`config.mk`:
```
export PLATFORM = sky130hd
export DESIGN_NAME = rmt_dest_demux
export DESIGN_NICKNAME = d
export VERILOG_FILES = /design/src/rtl/rmt_dest_demux.sv
export SDC_FILE = /design/constraint.sdc
export NUM_CORES = 1
export LEC_CHECK = 0
export CAP_MARGIN = 40
export CELL_PAD_IN_SITES_DETAIL_PLACEMENT = 1
export CELL_PAD_IN_SITES_GLOBAL_PLACEMENT = 1
export CORE_AREA = 3 3 719 721
export CTS_CLUSTER_DIAMETER = 40
export DETAILED_ROUTE_END_ITERATION = 12
export DIE_AREA = 0 0 722 724
export PLACE_DENSITY = 0.3
export SYNTH_ARGS = -nofsm -noshare
export SYNTH_HDL_FRONTEND = slang
export SYNTH_SLANG_ARGS = --single-unit
export TNS_END_PERCENT = 100
```
`constraint.sdc`:
```
create_clock -name clk -period 92.5 [get_ports clk]
set_input_delay 18.5 -clock clk [delete_from_list [all_inputs] [get_ports clk]]
set_output_delay 18.5 -clock clk [all_outputs]
set_load 0.02 [all_outputs]
```
`src/rtl/rmt_dest_demux.sv`:
```
// Routes classified AXI-Stream frames to one of M_COUNT ports by first-beat tdest.
// Frames with an out-of-range tdest are discarded whole; per-port statistics are kept.
module rmt_dest_demux #(
  parameter int DATA_WIDTH = 512,
  parameter int KEEP_WIDTH = DATA_WIDTH / 8,
  parameter int USER_WIDTH = 1,
  parameter int DEST_WIDTH = 2,
  parameter int M_COUNT    = 2,
  parameter int CNT_WIDTH  = 32
) (
  input  logic                            clk,
  input  logic                            rst,
  input  logic [DATA_WIDTH-1:0]           s_axis_tdata,
  input  logic [KEEP_WIDTH-1:0]           s_axis_tkeep,
  input  logic                            s_axis_tvalid,
  output logic                            s_axis_tready,
  input  logic                            s_axis_tlast,
  input  logic [USER_WIDTH-1:0]           s_axis_tuser,
  input  logic [DEST_WIDTH-1:0]           s_axis_tdest,
  output logic [M_COUNT*DATA_WIDTH-1:0]   m_axis_tdata,
  output logic [M_COUNT*KEEP_WIDTH-1:0]   m_axis_tkeep,
  output logic [M_COUNT-1:0]              m_axis_tvalid,
  input  logic [M_COUNT-1:0]              m_axis_tready,
  output logic [M_COUNT-1:0]              m_axis_tlast,
  output logic [M_COUNT*USER_WIDTH-1:0]   m_axis_tuser,
  output logic [M_COUNT*CNT_WIDTH-1:0]    fwd_count,
  output logic [CNT_WIDTH-1:0]            drop_count,
  output logic [1:0]                      o_dbg_state
);

  localparam int SEL_W = (M_COUNT > 1) ? $clog2(M_COUNT) : 1;

  typedef enum logic [1:0] {
    S_IDLE = 2'd0,
    S_FWD  = 2'd1,
    S_DROP = 2'd2
  } state_t;

  state_t r_state;
  state_t w_state_next;

  logic [SEL_W-1:0]      r_sel;
  logic [SEL_W-1:0]      w_beat_sel;
  logic                  w_acc;
  logic                  w_in_range;
  logic                  w_fwd_beat;
  logic                  w_drop_done;
  logic                  w_latch_sel;

  logic                  r_s_ready;
  logic                  r_out_valid;
  logic [DATA_WIDTH-1:0] r_out_data;
  logic [KEEP_WIDTH-1:0] r_out_keep;
  logic [USER_WIDTH-1:0] r_out_user;
  logic                  r_out_last;
  logic [SEL_W-1:0]      r_out_sel;
  logic                  r_skid_valid;
  logic [DATA_WIDTH-1:0] r_skid_data;
  logic [KEEP_WIDTH-1:0] r_skid_keep;
  logic [USER_WIDTH-1:0] r_skid_user;
  logic                  r_skid_last;
  logic [SEL_W-1:0]      r_skid_sel;
  logic                  w_out_pop;
  logic                  w_out_free;
  logic                  w_skid_valid_next;

  logic [CNT_WIDTH-1:0]  r_fwd [M_COUNT];
  logic [CNT_WIDTH-1:0]  r_drop;

  // Handshake: a beat transfers on a port in any cycle where valid and ready are both
  // high; s_axis_tready is a register (skid empty) and never depends on m_axis_tready.
  assign s_axis_tready = r_s_ready;
  assign w_acc         = s_axis_tvalid && r_s_ready;
  assign w_in_range    = 32'(s_axis_tdest) < 32'(M_COUNT);
  assign o_dbg_state   = r_state;

  always_ff @(posedge clk) begin
    if (rst) begin
      r_state <= S_IDLE;
    end else begin
      r_state <= w_state_next;
    end
  end

  always_comb begin
    w_state_next = r_state;
    case (r_state)
      S_IDLE: begin
        if (w_acc && !s_axis_tlast) begin
          w_state_next = w_in_range ? S_FWD : S_DROP;
        end
      end
      S_FWD, S_DROP: begin
        if (w_acc && s_axis_tlast) begin
          w_state_next = S_IDLE;
        end
      end
      default: w_state_next = S_IDLE;
    endcase
  end

  always_comb begin
    w_fwd_beat  = 1'b0;
    w_drop_done = 1'b0;
    w_latch_sel = 1'b0;
    w_beat_sel  = r_sel;
    case (r_state)
      S_IDLE: begin
        w_beat_sel  = s_axis_tdest[SEL_W-1:0];
        w_fwd_beat  = w_acc && w_in_range;
        w_latch_sel = w_acc && w_in_range;
        w_drop_done = w_acc && !w_in_range && s_axis_tlast;
      end
      S_FWD:   w_fwd_beat  = w_acc;
      S_DROP:  w_drop_done = w_acc && s_axis_tlast;
      default: w_fwd_beat  = 1'b0;
    endcase
  end

  always_ff @(posedge clk) begin
    if (rst) begin
      r_sel <= '0;
    end else if (w_latch_sel) begin
      r_sel <= s_axis_tdest[SEL_W-1:0];
    end
  end

  assign w_out_pop         = |(m_axis_tvalid & m_axis_tready);
  assign w_out_free        = !r_out_valid || w_out_pop;
  // Skid never fills while full because s_axis_tready is already low then.
  assign w_skid_valid_next = !w_out_free && (r_skid_valid || w_fwd_beat);

  always_ff @(posedge clk) begin
    if (rst) begin
      r_s_ready    <= 1'b0;
      r_skid_valid <= 1'b0;
      r_out_valid  <= 1'b0;
    end else begin
      r_s_ready    <= !w_skid_valid_next;
      r_skid_valid <= w_skid_valid_next;
      if (w_out_free) begin
        r_out_valid <= r_skid_valid || w_fwd_beat;
      end
    end
  end

  // Payload registers carry their own port select so a new frame's sel_reg cannot disturb them.
  always_ff @(posedge clk) begin
    if (w_out_free) begin
      if (r_skid_valid) begin
        r_out_data <= r_skid_data;
        r_out_keep <= r_skid_keep;
        r_out_user <= r_skid_user;
        r_out_last <= r_skid_last;
        r_out_sel  <= r_skid_sel;
      end else if (w_fwd_beat) begin
        r_out_data <= s_axis_tdata;
        r_out_keep <= s_axis_tkeep;
        r_out_user <= s_axis_tuser;
        r_out_last <= s_axis_tlast;
        r_out_sel  <= w_beat_sel;
      end
    end else if (w_fwd_beat) begin
      r_skid_data <= s_axis_tdata;
      r_skid_keep <= s_axis_tkeep;
      r_skid_user <= s_axis_tuser;
      r_skid_last <= s_axis_tlast;
      r_skid_sel  <= w_beat_sel;
    end
  end

  for (genvar p = 0; p < M_COUNT; p++) begin : g_port
    assign m_axis_tvalid[p] = r_out_valid && (r_out_sel == SEL_W'(p));
    assign m_axis_tlast[p]  = r_out_valid && r_out_last && (r_out_sel == SEL_W'(p));
    assign m_axis_tdata[p*DATA_WIDTH +: DATA_WIDTH] = r_out_data;
    assign m_axis_tkeep[p*KEEP_WIDTH +: KEEP_WIDTH] = r_out_keep;
    assign m_axis_tuser[p*USER_WIDTH +: USER_WIDTH] = r_out_user;
    assign fwd_count[p*CNT_WIDTH +: CNT_WIDTH]      = r_fwd[p];

    always_ff @(posedge clk) begin
      if (rst) begin
        r_fwd[p] <= '0;
      end else if (m_axis_tvalid[p] && m_axis_tready[p] && m_axis_tlast[p]) begin
        r_fwd[p] <= r_fwd[p] + CNT_WIDTH'(1);
      end
    end
  end

  always_ff @(posedge clk) begin
    if (rst) begin
      r_drop <= '0;
    end else if (w_drop_done) begin
      r_drop <= r_drop + CNT_WIDTH'(1);
    end
  end

  assign drop_count = r_drop;

endmodule

```
-- Word level (Yosys, flattened, before mapping)
Memory sizes are Yosys's and may differ from the RTL's.
Cells that the tools add are included.
- word-level logic and storage cells: 88
- memory bits (read-only): 0
- bits in latches: 0
- flip-flop bits (word level): 1196
- memories kept: 1
- input port bits: 585
- RAM bits: 64
- bitwise logic cells: 5
- divide/modulo/power cells: 0
- reductions and logical operators: 30
- multipliers: 0
- add/subtract/negate cells: 3
- multiplexer cells: 28
- shift operators: 0
- equal/unequal tests: 4
- magnitude comparators: 1
- memory list (memory ; depth ; bits a word ; rd ports ; clocked after memory_dff ; wr ports ; RTL line ; text):
    r_fwd ; 2 ; 32 ; 2 ; 0 ; 2 ; 67 ; logic [CNT_WIDTH-1:0] r_fwd [M_COUNT];
- operators with widths (operator ; count):
    512-bit 2-to-1 mux ; 2
    64-bit 2-to-1 mux ; 2
    32-bit by 1-bit adder with 32-bit output (second input constant) ; 3
    32-bit 2-to-1 mux ; 2
    1-bit logical AND ; 16
    1-bit 2-to-1 mux ; 16
    2-bit 2-to-1 mux ; 3
    2-bit AND reduction ; 3
    1-bit logical NOT ; 5
    2-bit != test (second input constant) ; 2
    1-bit one-hot mux with 2 select lines ; 2
    2-bit one-hot mux with 2 select lines ; 1
    2-bit OR reduction ; 2
    2-bit AND ; 1
    2-bit by 1-bit == test with 1-bit output (second input constant) ; 1
    2-bit == test (second input constant) ; 1
    2-bit logical NOT ; 1
    1-bit logical OR ; 2
    2-bit < comparator (second input constant) ; 1
    1-bit inverter ; 2
    1-bit bitwise OR ; 2
    2-bit nonzero test ; 1

-- Longest topological paths before layout
- depth after elaboration: 8
- mapped depth: 8

-- Worst setup path after synthesis
No wires, ideal clock.
- path type: input-to-reg
- start: input s_axis_tdest[1]
- end: register r_out_data[0] (enable)
- stages: 4
- slack: 44071 ps
- required time: 90785 ps
- buffers on the path: 0
- arrival: 46715 ps
- cell sequence: nor2b_1 -> o211ai_1 -> nor2b_1 -> a21oi_1
- longest elaborated chain between the ends: 5
- RTL lines (item ; RTL line ; text):
    start: declaration ; 19 ; input logic [DEST_WIDTH-1:0] s_axis_tdest,
    2-bit < comparator ; 74 ; assign w_in_range = 32'(s_axis_tdest) < 32'(M_COUNT);
    1-bit logical AND ; 110 ; w_fwd_beat = w_acc && w_in_range;
    1-bit one-hot mux with 2 select lines ; 107 ; case (r_state)
    2-bit nonzero test (no source line) ; -- ;
    2-bit AND reduction (no source line) ; -- ;
    end signal: assignment ; 151 ; r_out_data <= r_skid_data;
    end signal: assignment ; 157 ; r_out_data <= s_axis_tdata;
    end: declaration ; 52 ; logic [DATA_WIDTH-1:0] r_out_data;
No other way between the ends.
A chain may end at the register's enable or synchronous reset.

-- Worst setup path after layout
- start: input m_axis_tready[1]
- end: register r_skid_data[383] (enable)
- longest elaborated chain between the ends: 5
- RTL lines (item ; RTL line ; text):
    start: declaration ; 23 ; input logic [M_COUNT-1:0] m_axis_tready,
    2-bit AND ; 128 ; assign w_out_pop = |(m_axis_tvalid & m_axis_tready);
    2-bit OR reduction ; 128 ;
    1-bit logical OR ; 129 ; assign w_out_free = !r_out_valid || w_out_pop;
    1-bit inverter (no source line) ; -- ;
    2-bit AND reduction (no source line) ; -- ;
    end signal: assignment ; 164 ; r_skid_data <= s_axis_tdata;
    end: declaration ; 58 ; logic [DATA_WIDTH-1:0] r_skid_data;
No other way between the ends.

==> results by group <==
Outcome
  • Outcome: finished, final reports clean

Detailed routing
  • Drt wl/cell: around 27 µm
  • DR DRC count: 0
  • DRT Wirelength: 311600 µm
  • Via count: 32450
  • Initial DRC count: 1829
  • Detailed Routing Iterations Pass 1: 4
  • Remaining antenna violation count: 0
  • Via density: 2.811

Final layout
  • Layout fillers: 57010
  • Area of the multi-input gates: 9012 µm²
  • Final #Nets: roughly 5000
  • Final Cell Area: approximately 85000 µm²
  • Layout area overhead: 66.68%
  • Register area: between 30000 and 40000 µm²
  • Layout cells sized above 1: between 20% and 30%

STA
  • Hold violation total from the final report: 0
  • Final period util: between 20 and 25%
  • Worst Tran Pin Value: around 1.1 ns
  • FMAX: around 0.044 GHz
  • Worst hold margin: ~0.49 ns
  • Setup Skew: between 0.09 and 0.1 ns
  • Relative slew margins: between 20 and 30%
  • RSZ-0062 raised after global routing: false
  • Period minus WS final: roughly 23 ns
  • Setup TNS: 0 ns
  • Final Setup Violations: 0
  • Max-slew violation count: 0

Worst setup path
  • Crit path kind: input pin to register
  • Critical Path End Type: register
  • WP data required: ~93 ns
  • Crit-path most repeated cell: buf_4
  • Critical path's slowest cell: buf_4
  • CP startpoint kind: input pin
  • Critical-path cell list: clkdlybuf4s50_1 -> mux2i_1 -> nand2_1 -> nor2_4 -> buf_4 -> buf_4 -> buf_4 -> buf_16 -> buf_12
  • Crit-path max cell delay: ~0.72 ns
  • CP max FO: 120
  • R2R setup slack: 87.09 ns
  • Data arrival, critical path: 23.41 ns
  • Crit-path leading delay family: buffers and inverters
  • Bufs and invs on worst path: 6

Placement
  • GPL Wtd Cong: 0.8079
  • Port bufs: about 1800
  • Post-placement cell area: about 74000 µm²
  • Post-DP HPWL: 254200 µm

Clock network
  • Resize count post-CTS: 0
  • Hold buffer count at cts: 0
  • CTS Buf Count: ~320
  • Clk_lat worst skew: 0.92 ns
  • H-tree depth: 5
  • Post-CTS setup repair buffer count: 0
  • Max Root-Sink Buffers: 4
  • CTS Root Cell: clkbuf_16
  • Clk sinks: 1260
  • Clock transition at path regs: roughly 0.050 ns
  • CTS tree: built

Power and ir drop
  • Logic pwr share: under 10%
  • P_sw: about 0.5 mW
  • Internal: about 1.5 mW
  • Sequential share of power: between 30 and 40%
  • Clock Power Share: around 57%
  • Switch share: about 25%
  • Worst vdd ir: about 17 µV
  • Pwr/cell area: about 23 nW/µm²
  • Leakage power: 27.10 nW

Logic synthesis
  • Yosys warns: 0
  • Syn nets: between 3000 and 4000
  • Mapped Area: 51150 µm²
  • Sequential area share after synthesis: between 70% and 80%
  • Syn Inst Count: between 2000 and 3000
  • Mean post-synth cell area: 17.57 µm²
  • Distinct cells, synth: about 40
  • Register bit total from synthesis: between 1000 and 1500

Die
  • Initial Utilization: roughly a tenth
  • I/O pins: about 1800
  • Core region area: about 510000 µm²
  • Chip width: between 700 and 800 µm
  • Die height: 724 µm
  • Die ar.: around 520000 µm²
  • Row count: 263

Global route
  • M1 GR Usage: 13.10%
  • First-pass GRT wire length: 388900 µm
  • Initial antenna violation count: approximately 190
  • Met2 Use GR: between 15 and 20%
  • Met3 Use GR: under 10%
  • GRT overflow: 0
  • Most Used Layer, Global Route: met2
  • Total track usage: about 11%
  • Vias in the first global route: around 34000
  • Largest net degree at the start of global routing: 121

Job
  • Max-cap viol count: 0

Hold path
  • HP Class: register to register
cells by family after synthesis:
family	count (synthesis)	synth area share, %
compound gates	16	0.1761
mux	584	12.85
xor+xnor	87	1.490
flops	1260	73.23
buf+inv	673	9.198
simple gates	285	2.904
fa+ha+maj	6	0.1468
path summary, 6_finish.rpt:
check	startpoint	end	depth (start not counted)
hold reg to reg	r_skid_data[229]	r_out_data[229]	1
setup reg to reg	o_dbg_state[1]	r_out_data[358]	14
hold / removal	r_skid_data[229]	r_out_data[229]	1
setup / recovery	m_axis_tready[1]	r_skid_data[383]	9
cell usage after synthesis (all sizes together):
master	number	area [µm²]
nand3	30	185.2
xor2	57	499.2
nand2	36	135.1
nand2b	3	18.77
a31o	1	8.760
and2	3	18.77
clkbuf	67	251.5
buf	593	4404
edfxtp	1222	36700
or2	3	18.77
and3	14	87.58
mux2i	3	30.03
nor2	115	434.2
nor3	12	81.33
xnor2	30	262.8
or3	2	12.51
a21oi	9	45.04
a31oi	1	6.260
nor2b	3	18.77
or4	1	7.510
nand3b	1	7.510
o31ai	1	7.510
o21ai	3	15.01
ha	6	75.07
dfxtp	38	760.7
nand4b	1	8.760
o211ai	1	7.510
and4	13	113.9
mux2	581	6543
nor4	10	98.84
nand4	38	237.7
inv	13	48.80
sequential cells by signal, indices dropped and copies added (netlist names):
signal,cells
r_skid_sel,1
o_dbg_state,2
r_out_data,512
r_out_valid,1
r_fwd,64
r_skid_keep,64
r_skid_data,512
r_out_sel,1
r_skid_valid,1
r_skid_user,1
drop_count,32
r_out_user,1
r_out_keep,64
r_out_last,1
r_skid_last,1
s_axis_tready,1
r_sel,1
cell type report:
cell class | count | share of cell area, %
clock buffer | 355 | 9.647
sequential | 1260 | 43.94
inverter | 13 | 0.05724
tap | 6757 | 9.917
timing repair buffer | 1897 | 22.49
multi-input combinational | 978 | 10.57
antenna | 63 | 0.1849
clock inverter | 220 | 3.186
power by group through the flow:
stage               Sequential [mW]  Combinational [mW]  Clock [mW]
floorplan                     0.719              0.0629           0
global placement              0.690               0.183           0
detailed placement            0.689               0.185           0
CTS                           0.680               0.186        1.18
global route                  0.679               0.191        1.21
finish                        0.678               0.181        1.14
per-layer routing:
layer  up-vias  wire [µm]  part of all wire (%)
met4        86       8930                   2.9
li1      13660          -                     -
met1     16520     120700                    39
met2      1567     154500                    50
met3       614      26770                   8.6
met5         -        574                  0.18
stage by stage:
step                total power [mW]  util, %  std cells  setup slack [ns]
global route                   2.078    16.63      11490             69.32
global placement              0.8730    14.39      10890             67.82
detailed placement            0.8737    14.48      10910             68.60
finish                         2.002    16.65      11540             69.55
CTS                            2.047    16.62      11480             69.65
floorplan                     0.7820        -       2911             44.07
placed cells by master (no fill, tap or decap), drive strengths merged, types with 38 or more instances in the layout:
cell,netlist,layout
clkbuf,67,355
dfxtp,38,38
clkdlybuf4s50,0,1838
diode,0,63
mux2,581,581
nand4,38,38
edfxtp,1222,1222
clkinv,0,147
buf,593,59
bufinv,0,43
nor2,115,115
xor2,57,57
Note: power is estimated with default switching activity, not from simulation.
